`config.mk`:
```
export PLATFORM = sky130hd
export DESIGN_NAME = ucsbece154b_mem_arbiter
export DESIGN_NICKNAME = d
export VERILOG_FILES = /design/src/rtl/ucsbece154b_arb_pkg.sv /design/src/rtl/ucsbece154b_rr_pick.sv /design/src/rtl/ucsbece154b_mem_arbiter.sv
export SDC_FILE = /design/constraint.sdc
export NUM_CORES = 1
export LEC_CHECK = 0
export ABC_AREA = 0
export CELL_PAD_IN_SITES_DETAIL_PLACEMENT = 0
export CELL_PAD_IN_SITES_GLOBAL_PLACEMENT = 1
export CORE_MARGIN = 2
export CORE_UTILIZATION = 34
export CTS_CLUSTER_DIAMETER = 40
export DETAILED_ROUTE_END_ITERATION = 8
export GPL_ROUTABILITY_DRIVEN = 0
export MAX_ROUTING_LAYER = met4
export PLACE_DENSITY = 0.89
export SLEW_MARGIN = 25
export SYNTH_ARGS = -nofsm -noshare
export SYNTH_HDL_FRONTEND = slang
export SYNTH_SLANG_ARGS = --single-unit
```
`constraint.sdc`:
```
create_clock -name clk -period 6.1 [get_ports clk]
set_clock_uncertainty 0.2 [all_clocks]
set_input_delay 1.22 -clock clk [delete_from_list [all_inputs] [get_ports clk]]
set_output_delay 1.22 -clock clk [all_outputs]
set_load 0.02 [all_outputs]
```
`src/rtl/ucsbece154b_arb_pkg.sv`:
```
// Shared constants for the instruction/data memory arbiter:
// FSM state encodings, grant identifiers and timeout counter width.
package ucsbece154b_arb_pkg;

    localparam logic [2:0] ST_IDLE    = 3'd0;
    localparam logic [2:0] ST_IF_BUSY = 3'd1;
    localparam logic [2:0] ST_DM_BUSY = 3'd2;
    localparam logic [2:0] ST_IF_DROP = 3'd3;
    localparam logic [2:0] ST_RESP    = 3'd4;

    typedef enum logic [2:0] {
        IDLE    = ST_IDLE,
        IF_BUSY = ST_IF_BUSY,
        DM_BUSY = ST_DM_BUSY,
        IF_DROP = ST_IF_DROP,
        RESP    = ST_RESP
    } arb_state_e;

    // Grant identifiers, also the encoding of the last_grant register.
    localparam logic GRANT_IF = 1'b0;
    localparam logic GRANT_DM = 1'b1;

    // Wide enough for any TIMEOUT_CYCLES up to 65535.
    localparam int TMO_CNT_W = 16;

endpackage

```
`src/rtl/ucsbece154b_rr_pick.sv`:
```
// Two-way round-robin picker between fetch and data requests.
// grant_o/valid_o are combinational; last_grant advances only when the
// caller accepts the pick via update_i.
module ucsbece154b_rr_pick
    import ucsbece154b_arb_pkg::*;
(
    input  logic clk,
    input  logic reset,
    input  logic req_if_i,
    input  logic req_dm_i,
    input  logic update_i,
    output logic valid_o,
    output logic grant_o
);

    logic last_q;

    // On a tie the requester that was not served last wins.
    always_comb begin
        valid_o = req_if_i | req_dm_i;
        grant_o = GRANT_IF;
        if (req_if_i && req_dm_i) grant_o = ~last_q;
        else if (req_dm_i)        grant_o = GRANT_DM;
    end

    // Remember the last accepted grant; reset to IF so DM wins the first tie.
    always_ff @(posedge clk) begin
        if (reset)         last_q <= GRANT_IF;
        else if (update_i) last_q <= grant_o;
    end

endmodule

```
`src/rtl/ucsbece154b_mem_arbiter.sv`:
```
// Shared memory port arbiter: fetch side vs data side, round-robin on ties,
// squashed-fetch drop, and access timeout with error pulse.
// Optional stall/conflict performance counters under MEMARB_PERF_EN.
module ucsbece154b_mem_arbiter
    import ucsbece154b_arb_pkg::*;
#(
    parameter int ADDR_W         = 32,
    parameter int DATA_W         = 32,
    parameter int TIMEOUT_CYCLES = 64
) (
    input  logic              clk,
    input  logic              reset,
    input  logic              if_req_i,
    input  logic [ADDR_W-1:0] if_addr_i,
    input  logic              if_abort_i,
    output logic [DATA_W-1:0] if_rdata_o,
    output logic              if_ready_o,
    input  logic              dm_req_i,
    input  logic              dm_we_i,
    input  logic [ADDR_W-1:0] dm_addr_i,
    input  logic [DATA_W-1:0] dm_wdata_i,
    output logic [DATA_W-1:0] dm_rdata_o,
    output logic              dm_ready_o,
    output logic              stall_if_o,
    output logic              stall_dm_o,
    output logic              mem_req_o,
    output logic              mem_we_o,
    output logic [ADDR_W-1:0] mem_addr_o,
    output logic [DATA_W-1:0] mem_wdata_o,
    input  logic [DATA_W-1:0] mem_rdata_i,
    input  logic              mem_ack_i,
    output logic              err_o
`ifdef MEMARB_PERF_EN
    ,
    output logic [31:0]       perf_if_stall_o,
    output logic [31:0]       perf_dm_stall_o,
    output logic [31:0]       perf_conflict_o
`endif
);

    arb_state_e           state_q, state_d;
    logic [TMO_CNT_W-1:0] cnt_q, cnt_d;
    logic                 gnt_q, gnt_d;
    logic                 mem_req_q, mem_req_d;
    logic                 mem_we_q, mem_we_d;
    logic [ADDR_W-1:0]    mem_addr_q, mem_addr_d;
    logic [DATA_W-1:0]    mem_wdata_q, mem_wdata_d;
    logic [DATA_W-1:0]    if_rdata_q, if_rdata_d;
    logic [DATA_W-1:0]    dm_rdata_q, dm_rdata_d;
    logic                 err_q, err_d;
    logic                 pick_vld, pick_gnt, pick_upd;
    logic                 tmo;

    ucsbece154b_rr_pick u_pick (
        .clk      (clk),
        .reset    (reset),
        .req_if_i (if_req_i),
        .req_dm_i (dm_req_i),
        .update_i (pick_upd),
        .valid_o  (pick_vld),
        .grant_o  (pick_gnt)
    );

    // >= rather than == so an abort landing on the last allowed cycle still
    // times out one cycle later in IF_DROP.
    assign tmo = (cnt_q >= TMO_CNT_W'(TIMEOUT_CYCLES - 1));

    // Next-state and datapath capture for the arbitration FSM.
    always_comb begin
        state_d     = state_q;
        cnt_d       = cnt_q;
        gnt_d       = gnt_q;
        mem_req_d   = mem_req_q;
        mem_we_d    = mem_we_q;
        mem_addr_d  = mem_addr_q;
        mem_wdata_d = mem_wdata_q;
        if_rdata_d  = if_rdata_q;
        dm_rdata_d  = dm_rdata_q;
        err_d       = 1'b0;
        pick_upd    = 1'b0;
        case (state_q)
            IDLE: begin
                if (pick_vld) begin
                    pick_upd  = 1'b1;
                    gnt_d     = pick_gnt;
                    cnt_d     = '0;
                    mem_req_d = 1'b1;
                    if (pick_gnt == GRANT_DM) begin
                        mem_we_d    = dm_we_i;
                        mem_addr_d  = dm_addr_i;
                        mem_wdata_d = dm_wdata_i;
                        state_d     = DM_BUSY;
                    end else begin
                        mem_we_d    = 1'b0;
                        mem_addr_d  = if_addr_i;
                        mem_wdata_d = '0;
                        state_d     = IF_BUSY;
                    end
                end
            end
            IF_BUSY: begin
                cnt_d = cnt_q + TMO_CNT_W'(1);
                if (if_abort_i) begin
                    // An ack in the same cycle is consumed here: mem_req drops
                    // and IF_DROP sees mem_req low and drains straight to IDLE.
                    if (mem_ack_i) mem_req_d = 1'b0;
                    state_d = IF_DROP;
                end else if (mem_ack_i) begin
                    if_rdata_d = mem_rdata_i;
                    mem_req_d  = 1'b0;
                    state_d    = RESP;
                end else if (tmo) begin
                    if_rdata_d = '0;
                    mem_req_d  = 1'b0;
                    err_d      = 1'b1;
                    state_d    = RESP;
                end
            end
            DM_BUSY: begin
                cnt_d = cnt_q + TMO_CNT_W'(1);
                if (mem_ack_i) begin
                    if (!mem_we_q) dm_rdata_d = mem_rdata_i;
                    mem_req_d = 1'b0;
                    state_d   = RESP;
                end else if (tmo) begin
                    dm_rdata_d = '0;
                    mem_req_d  = 1'b0;
                    err_d      = 1'b1;
                    state_d    = RESP;
                end
            end
            IF_DROP: begin
                cnt_d = cnt_q + TMO_CNT_W'(1);
                if (!mem_req_q || mem_ack_i) begin
                    mem_req_d = 1'b0;
                    state_d   = IDLE;
                end else if (tmo) begin
                    mem_req_d = 1'b0;
                    err_d     = 1'b1;
                    state_d   = IDLE;
                end
            end
            RESP:    state_d = IDLE;
            default: state_d = IDLE;
        endcase
    end

    // State and output registers.
    always_ff @(posedge clk) begin
        if (reset) begin
            state_q     <= IDLE;
            cnt_q       <= '0;
            gnt_q       <= GRANT_IF;
            mem_req_q   <= 1'b0;
            mem_we_q    <= 1'b0;
            mem_addr_q  <= '0;
            mem_wdata_q <= '0;
            if_rdata_q  <= '0;
            dm_rdata_q  <= '0;
            err_q       <= 1'b0;
        end else begin
            state_q     <= state_d;
            cnt_q       <= cnt_d;
            gnt_q       <= gnt_d;
            mem_req_q   <= mem_req_d;
            mem_we_q    <= mem_we_d;
            mem_addr_q  <= mem_addr_d;
            mem_wdata_q <= mem_wdata_d;
            if_rdata_q  <= if_rdata_d;
            dm_rdata_q  <= dm_rdata_d;
            err_q       <= err_d;
        end
    end

    assign if_ready_o  = (state_q == RESP) && (gnt_q == GRANT_IF);
    assign dm_ready_o  = (state_q == RESP) && (gnt_q == GRANT_DM);
    assign if_rdata_o  = if_rdata_q;
    assign dm_rdata_o  = dm_rdata_q;
    assign mem_req_o   = mem_req_q;
    assign mem_we_o    = mem_we_q;
    assign mem_addr_o  = mem_addr_q;
    assign mem_wdata_o = mem_wdata_q;
    assign err_o       = err_q;
    assign stall_if_o  = if_req_i & ~if_ready_o;
    assign stall_dm_o  = dm_req_i & ~dm_ready_o;

`ifdef MEMARB_PERF_EN
    logic [31:0] perf_if_q, perf_dm_q, perf_cf_q;

    // Saturating stall and IDLE-conflict counters.
    always_ff @(posedge clk) begin
        if (reset) begin
            perf_if_q <= '0;
            perf_dm_q <= '0;
            perf_cf_q <= '0;
        end else begin
            if (stall_if_o && perf_if_q != '1) perf_if_q <= perf_if_q + 32'd1;
            if (stall_dm_o && perf_dm_q != '1) perf_dm_q <= perf_dm_q + 32'd1;
            if (state_q == IDLE && if_req_i && dm_req_i && perf_cf_q != '1)
                perf_cf_q <= perf_cf_q + 32'd1;
        end
    end

    assign perf_if_stall_o = perf_if_q;
    assign perf_dm_stall_o = perf_dm_q;
    assign perf_conflict_o = perf_cf_q;
`endif

endmodule

```
==> impl_metrics.tcl, run 1 <==
set metrics [dict create \
    outcome "complete, no violations" \
    reg2reg_to "dm_rdata_o[1]" \
    p_seq_share_pct 39.3 \
    antenna_cells 0 \
    synth.distinct_cells 49 \
    fin_setup_tns_ns 0 \
    ys_top_cells_by_area "dfxtp_1 (48%), a31oi_1 (6.4%), a311oi_2 (6.2%)" \
    switching_share_pct 28.35 \
    clockPowerShare_pct 37.9 \
    crit_buf_inv 2 \
    cpMaxStageDelayCell "clkdlybuf4s50_1" \
    synth_edf_count 0 \
    hold_start "mem_wdata_o[27]" \
    hold_class "flop to flop" \
    rsz0062_at_grt "no" \
    cts_tree "done" \
    rr_worst_depth 5 \
    p_int_mw 2.039 \
    synth_ff_type "dfxtp_1" \
    rows 49 \
    antenna_found_initial 0 \
    p_sw_mw 0.8067 \
    clkTransAtPathRegs_ns 0.06 \
    fin_crit_sh_pct 66.59 \
    syn-num-nets 763 \
    pin_count 270 \
    postCtsSetupBuffers 0 \
    cts_sinks 151 \
    die-area_mm2 0.01968 \
    hold_ws_ns 0.2777 \
    start_util_pct 34.91 \
    p_leak_nw 3.355 \
    peakVddDrop_v 0.0001730 \
    dr.pass1.iters 5 \
    worstMarginPinSlew_ns 0.9845 \
    r2r-start "state_q[1]" \
    cts_hold_buf 0 \
    grt_pass1_vias 5773 \
    crit_end "stall_if_o" \
    fp.dieW_um 140.3 \
    slew_headroom_pct 34.37 \
    cts_max_path_buffers 2 \
    dp_hpwl_um 12740 \
    grt_pass1_wl_um 30080 \
    synth_cells 627 \
    die_h_um 140.3 \
    synth_area_mm2 0.006314 \
    fin_cells 1101 \
    finalHoldViolCount 0 \
    ff2ff_setup_slack_ns 3.14 \
    layout_commonest_cell "clkdlybuf4s50_1" \
    wl_um 18860 \
    drv_cap 0 \
    final_cell_mix "clkdlybuf4s50_1 (267), dfxtp_1 (151), a31oi_1 (65)" \
    ys_seq_area_share_pct 47.88 \
    ant_nets 0 \
    startpoint_type "primary input" \
    critPathKind "primary input to primary output" \
    async_reset_ff_share_pct 0 \
    area_delta_synth_final_pct 53.33 \
    end_kind "primary output" \
    synth_top_cell_area_share_pct 47.88 \
    cp_max_fo 5 \
    crit_top_cell "clkdlybuf4s50_1" \
    period_needed_ns 4.062 \
    drc 0 \
    final_nets 995 \
    synth_top_area_cell "dfxtp_1" \
    yosys_warnings 0 \
    overflow 0 \
    grt_start_max_net_pins 99 \
    cp_cell_sequence "clkdlybuf4s50_1, nor2b_1, clkdlybuf4s50_1" \
    dp.cells 1069 \
    wl_per_cell_um 17.13 \
    pwr-share-comb_pct 22.7 \
    required_ns 4.68 \
    h-tree-depth 4 \
    n_fill_cell 1632 \
    final_max_slew_viol_count 0 \
    fmax_mhz 246.2 \
    core_mm2 0.01809 \
    port_buffers 269 \
    critPathMaxStageDelay_ns 0.64 \
    path_depth 3 \
    grt.total_usage_pct 19.53 \
    root_buffer "clkbuf_16" \
    routed-via-count 5906 \
    startpoint "if_req_i" \
    clock_latency_ns 0.41 \
    power.density_mw_per_mm2 293.9 \
    setup_viol 0 \
    postSynthAreaPerCell_um2 10.07 \
    drtIter0Drc 363 \
    numCtsBuffers 17 \
    post-route-cell-area_mm2 0.009681 \
    place_area_mm2 0.009074 \
    crit_family "buffers and inverters" \
    vias_per_cell 5.364 \
    critPathArrivalTime_ns 2.64 \
    ctsResizeCount 0 \
    ys_ff_latch 151 \
    drive_gt1_share_pct 9.518 \
]
==> sequential cells by signal (all words and copies together), names as in the netlist, 3 cells and up <==
| name | flops |
|---|---|
| dm_rdata_o | 32 |
| if_rdata_o | 32 |
| mem_addr_o | 32 |
| mem_wdata_o | 32 |
| cnt_q | 16 |
| state_q | 3 |
==> synth_stat cells (2+ instances only) <==
| cell | number |
|---|---|
| a22o_1 | 33 |
| dfxtp_1 | 151 |
| nor2_1 | 49 |
| a311oi_2 | 26 |
| a311oi_1 | 38 |
| or3_1 | 2 |
| inv_1 | 4 |
| nand3b_1 | 2 |
| buf_2 | 19 |
| or2_2 | 4 |
| a21o_1 | 2 |
| nor3_1 | 4 |
| clkbuf_1 | 36 |
| or3b_1 | 2 |
| nor4_1 | 5 |
| buf_6 | 6 |
| a31oi_1 | 65 |
| o31ai_1 | 4 |
| or4_4 | 2 |
| a21oi_1 | 11 |
| nand2_1 | 47 |
| nand3_1 | 7 |
| a211oi_1 | 34 |
| buf_1 | 5 |
| xnor2_1 | 6 |
| a22oi_1 | 2 |
| or4_1 | 5 |
| nand2b_1 | 2 |
| mux2i_1 | 33 |
| nor2b_1 | 2 |
==> metal layers <==
metal  vias up  GRT usage [%]  wire (um)
met3        19          5.060       1372
met1      2751          23.69       8176
li1       2909              -          -
met5         -              -          0
met4         0          6.805        286
met2       227          31.58       9029
==> power groups by stage <==
stage                     logic, mW  registers [mW]  clock network [mW]
after floorplan               0.267            1.22                   0
after global placement        0.645            1.14                   0
after detailed placement      0.650            1.14                   0
after CTS                     0.653            1.12                1.11
after global routing          0.700            1.13                1.15
final                         0.647            1.12                1.08
==> per-stage QoR <==
stage / power, mW / util, % / setup slack, ns
after floorplan: 1.487 / - / 3.133
after global placement: 1.783 / 50.17 / 2.043
final: 2.846 / 53.52 / 2.038
after detailed placement: 1.790 / 50.17 / 2.038
after CTS: 2.884 / 53.52 / 2.036
after global routing: 2.981 / 53.52 / 1.997
==> worst min-delay path by stage <==
stage,endpoint,cells after the start
4_1_cts,mem_wdata_o[29],1
2_1_floorplan,cnt_q[14],2
3_5_place_dp,mem_wdata_o[9],1
6_report,mem_wdata_o[27],1
3_3_place_gp,mem_wdata_o[2],1
5_1_grt,mem_wdata_o[13],1
==> layout make-up <==
type                    count  area (um2)  share of cell area (%)
multi-input cells         406        2987                   30.85
clock buffers              22       464.2                   4.795
well taps                 229       286.5                   2.960
repair buffers            279        2763                   28.54
inverters                   4       15.01                  0.1551
clock inverters            10       142.6                   1.473
flip-flops and latches    151        3023                   31.23
==> cells by family (layout without fill, tap and decap cells) <==
family | after synthesis | after routing | share of synthesized area (%)
adders and majority gates | 1 | 1 | 0.1981
AOI/OAI and AO/OA | 223 | 223 | 29.53
buffers and inverters | 70 | 315 | 5.252
muxes | 33 | 33 | 5.232
DFF | 151 | 151 | 47.88
xor gates and xnor gates | 6 | 6 | 0.8323
and+or+nand+nor | 143 | 143 | 11.08
Note: power is estimated with default switching activity, not from simulation.
==> inputs of run 2 (changes only) <==
- CORE_UTILIZATION: 34 -> 31
- PLACE_DENSITY: 0.89 -> 0.83
- clock period: 6.1 -> 4.24 ns (I/O delays scaled with it)
==> impl_metrics.tcl, run 2 (same netlist as run 1, synthesis figures left out) <==
set metrics [dict create \
    rows 52 \
    area_delta_synth_final_pct 53.21 \
    numCtsBuffers 17 \
    critPathMaxStageDelay_ns 0.61 \
    power.density_mw_per_mm2 407.4 \
    period_needed_ns 3.269 \
    crit_family "buffers and inverters" \
    slew_headroom_pct 36.93 \
    die-area_mm2 0.02152 \
    setup_viol 0 \
    fin_crit_sh_pct 77.09 \
    min_to "mem_wdata_o[12]" \
    critPathArrivalTime_ns 2.22 \
    required_ns 3.19 \
    dp_hpwl_um 12330 \
    hold_class "flop to flop" \
    overflow 0 \
    wl_um 18080 \
    grt_start_max_net_pins 98 \
    wl_per_cell_um 15.86 \
    routed-via-count 5941 \
    fmax_mhz 305.9 \
    peakVddDrop_v 0.0002040 \
    die_h_um 146.7 \
    final_nets 994 \
    fp.dieW_um 146.7 \
    whs_path_depth 1 \
    rsz0062_at_grt "no" \
    drc 0 \
    core_mm2 0.02010 \
    pin_count 270 \
    final_cell_mix "clkdlybuf4s50_1 (267), dfxtp_1 (151), a31oi_1 (65)" \
    cts_hold_buf 0 \
    h-tree-depth 4 \
    root_buffer "clkbuf_16" \
    drtIter0Drc 183 \
    layout_commonest_cell "clkdlybuf4s50_1" \
    startpoint_type "primary input" \
    fin_setup_tns_ns 0 \
    drv_cap 0 \
    start_util_pct 31.40 \
    antenna_found_initial 0 \
    final_max_slew_viol_count 0 \
    place_area_mm2 0.009128 \
    ctsResizeCount 0 \
    hold_start "mem_wdata_o[12]" \
    finalHoldViolCount 0 \
    cts_tree "done" \
    dr.pass1.iters 4 \
    port_buffers 269 \
    clkTransAtPathRegs_ns 0.06 \
    rr_worst_depth 5 \
    p_leak_nw 3.318 \
    post-route-cell-area_mm2 0.009673 \
    outcome "complete, no violations" \
    crit_top_cell "clkdlybuf4s50_1" \
    cp_cell_sequence "clkdlybuf4s50_1, nor2b_1, clkdlybuf4s50_1" \
    crit_buf_inv 2 \
    reg2reg_to "dm_rdata_o[31]" \
    end_kind "primary output" \
    cp_max_fo 5 \
    clock_latency_ns 0.41 \
    worstMarginPinSlew_ns 0.9461 \
    ant_nets 0 \
    cts_max_path_buffers 2 \
    drive_gt1_share_pct 9.540 \
    ff2ff_setup_slack_ns 1.61 \
    antenna_cells 0 \
    grt.total_usage_pct 17.12 \
    grt_pass1_vias 5629 \
    critPathKind "primary input to primary output" \
    vias_per_cell 5.211 \
    postCtsSetupBuffers 0 \
    grt_pass1_wl_um 29240 \
    cts_sinks 151 \
    r2r-start "state_q[1]" \
    cpMaxStageDelayCell "clkdlybuf4s50_1" \
]
run 2: layout make-up:
cell class | instances | area [um2]
Clock buffer | 19 | 442.9
Clock inverter | 12 | 102.6
Fill cell | 1940 | 10430
Inverter | 4 | 15.01
Multi-Input combinational cell | 406 | 2987
Sequential cell | 151 | 3023
Tap cell | 270 | 337.8
Timing Repair Buffer | 278 | 2765
run 2: worst max path at each step:
stage	from	endpoint	slack (ns)	depth (start not counted)
2_1_floorplan	state_q[2]	stall_if_o	1.81	5
4_1_cts	if_req_i	stall_if_o	0.96	3
6_report	if_req_i	stall_if_o	0.97	3
3_5_place_dp	if_req_i	stall_if_o	0.97	3
5_1_grt	state_q[1]	if_ready_o	0.87	4
3_3_place_gp	if_req_i	stall_if_o	0.97	3
run 2: power breakdown:
group | switching, mW | internal [mW]
sequential | 0.0730 | 1.54
clock | 0.588 | 0.817
combinational | 0.491 | 0.435
total | 1.15 | 2.79
run 2: metrics by stage:
step	setup slack [ns]	power (mW)	utilization [%]	instances	hold WS, ns
3_5_place_dp	0.9675	2.572	45.40	1109	0.2667
5_1_grt	0.8744	4.144	48.11	1140	0.2933
6_report	0.9715	3.941	48.11	1140	0.2786
2_1_floorplan	1.812	2.140	-	627	0.2605
4_1_cts	0.9629	4.001	48.11	1140	0.2837
3_3_place_gp	0.9745	2.567	45.40	1109	0.2607
run 2: metal layers:
| metal | part of all wire [%] | up-vias | GRT usage (%) |
|---|---|---|---|
| li1 | - | 2904 | - |
| met1 | 46 | 2793 | 21.92 |
| met2 | 47 | 220 | 26.83 |
| met3 | 5.8 | 24 | 3.913 |
| met4 | 1.7 | 0 | 5.680 |
| met5 | 0 | - | - |
==> inputs of run 3 (changes only) <==
- clock period: 4.24 -> 3.1 ns (I/O delays scaled with it)
==> impl_metrics.tcl, run 3 (same netlist as run 1, synthesis figures left out) <==
set metrics [dict create \
    setup_viol 0 \
    postCtsSetupBuffers 0 \
    layout_commonest_cell "clkdlybuf4s50_1" \
    antenna_cells 0 \
    fin_cells 1147 \
    ctsResizeCount 0 \
    r2r-start "state_q[2]" \
    antenna_found_initial 0 \
    grt_start_max_net_pins 94 \
    peakVddDrop_v 0.0003043 \
    core_mm2 0.02010 \
    pin_count 270 \
    final_cell_mix "clkdlybuf4s50_1 (267), dfxtp_1 (151), a31oi_1 (65)" \
    vias_per_cell 5.144 \
    hold_start "mem_wdata_o[10]" \
    drv_cap 0 \
    end_kind "primary output" \
    overflow 0 \
    die-area_mm2 0.02152 \
    p_int_mw 3.853 \
    start_util_pct 31.40 \
    p_leak_nw 3.372 \
    clkTransAtPathRegs_ns 0.06 \
    dp_hpwl_um 12470 \
    startpoint "state_q[0]" \
    final_max_slew_viol_count 0 \
    switching_share_pct 29.39 \
    hold_class "flop to flop" \
    p_sw_mw 1.604 \
    slew_headroom_pct 55.42 \
    drive_gt1_share_pct 10.03 \
    pwr-share-comb_pct 24.3 \
    grt_pass1_vias 5630 \
    required_ns 2.28 \
    startpoint_type "flop" \
    ant_nets 0 \
    power.density_mw_per_mm2 557.1 \
    cts_tree "done" \
    drtIter0Drc 254 \
    dr.pass1.iters 4 \
    period_needed_ns 2.781 \
    final_nets 1000 \
    worstMarginPinSlew_ns 0.6633 \
    rows 52 \
    clockPowerShare_pct 35.6 \
    grt.total_usage_pct 17.61 \
    wl_um 18580 \
    routed-via-count 5900 \
    fmax_mhz 359.6 \
    die_h_um 146.7 \
    grt_pass1_wl_um 30040 \
    dp.cells 1115 \
    critPathArrivalTime_ns 1.96 \
    hold_ws_ns 0.2763 \
    fp.dieW_um 146.7 \
    fin_crit_sh_pct 89.71 \
    cts_hold_buf 0 \
    root_buffer "clkbuf_16" \
    rsz0062_at_grt "no" \
    finalHoldViolCount 0 \
    cp_max_fo 6 \
    p_seq_share_pct 40.0 \
    port_buffers 269 \
    wl_per_cell_um 16.20 \
    totalPowerFinal_mw 5.457 \
    numCtsBuffers 17 \
    critPathKind "flop to primary output" \
    cts_sinks 151 \
    h-tree-depth 4 \
    fin_setup_tns_ns 0 \
    drc 0 \
    cts_max_path_buffers 2 \
    outcome "complete, no violations" \
    area_delta_synth_final_pct 55.15 \
    clock_latency_ns 0.41 \
]
## run 3: metrics by stage
| step | cell area [um2] | setup slack, ns | util (%) |
|---|---|---|---|
| 5_1_grt | 9796 | 0.1727 | 48.72 |
| 3_5_place_dp | 9248 | 0.3324 | 46.00 |
| 3_3_place_gp | 9248 | 0.3128 | 46.00 |
| 6_report | 9796 | 0.3189 | 48.72 |
| 2_1_floorplan | 6314 | 0.8995 | - |
| 4_1_cts | 9796 | 0.2954 | 48.72 |
## run 3: power by group through the flow
stage | Clock, mW | Sequential (mW) | Combinational [mW]
6_report | 1.95 | 2.18 | 1.33
5_1_grt | 2.09 | 2.20 | 1.44
2_1_floorplan | 0 | 2.40 | 0.525
3_5_place_dp | 0 | 2.23 | 1.34
3_3_place_gp | 0 | 2.22 | 1.33
4_1_cts | 2.01 | 2.18 | 1.34
## run 3: critical path, cell delays in order, from the launching register on
cell,delay (ns)
dfxtp_1,0.31
nor2_1,0.35
and3_1,0.27
clkdlybuf4s50_1,0.63
## run 3: area by class of cell
class / count / area (um2)
tap: 270 / 337.8
sequential: 151 / 3023
clock inverter: 11 / 97.59
clock buffer: 21 / 450.4
fill: 1897 / 10310
timing repair buffer: 284 / 2885
inverter: 4 / 15.01
multi-input combinational: 406 / 2987
## run 3: final timing paths
kind / endpoint / slack, ns / depth (start not counted)
max: dm_ready_o / 0.32 / 3
min: mem_wdata_o[10] / 0.28 / 1
max reg2reg: dm_rdata_o[17] / 0.90 / 6
min reg2reg: mem_wdata_o[10] / 0.28 / 1
## run 3: routing by layer
metal	part of all wire (%)	track usage, %	routed length, um	up-vias
li1	-	-	-	2929
met1	45	22.14	8438	2718
met2	45	27.07	8341	224
met3	7.3	4.907	1352	29
met4	2.4	6.553	452	0
met5	0	-	0	-
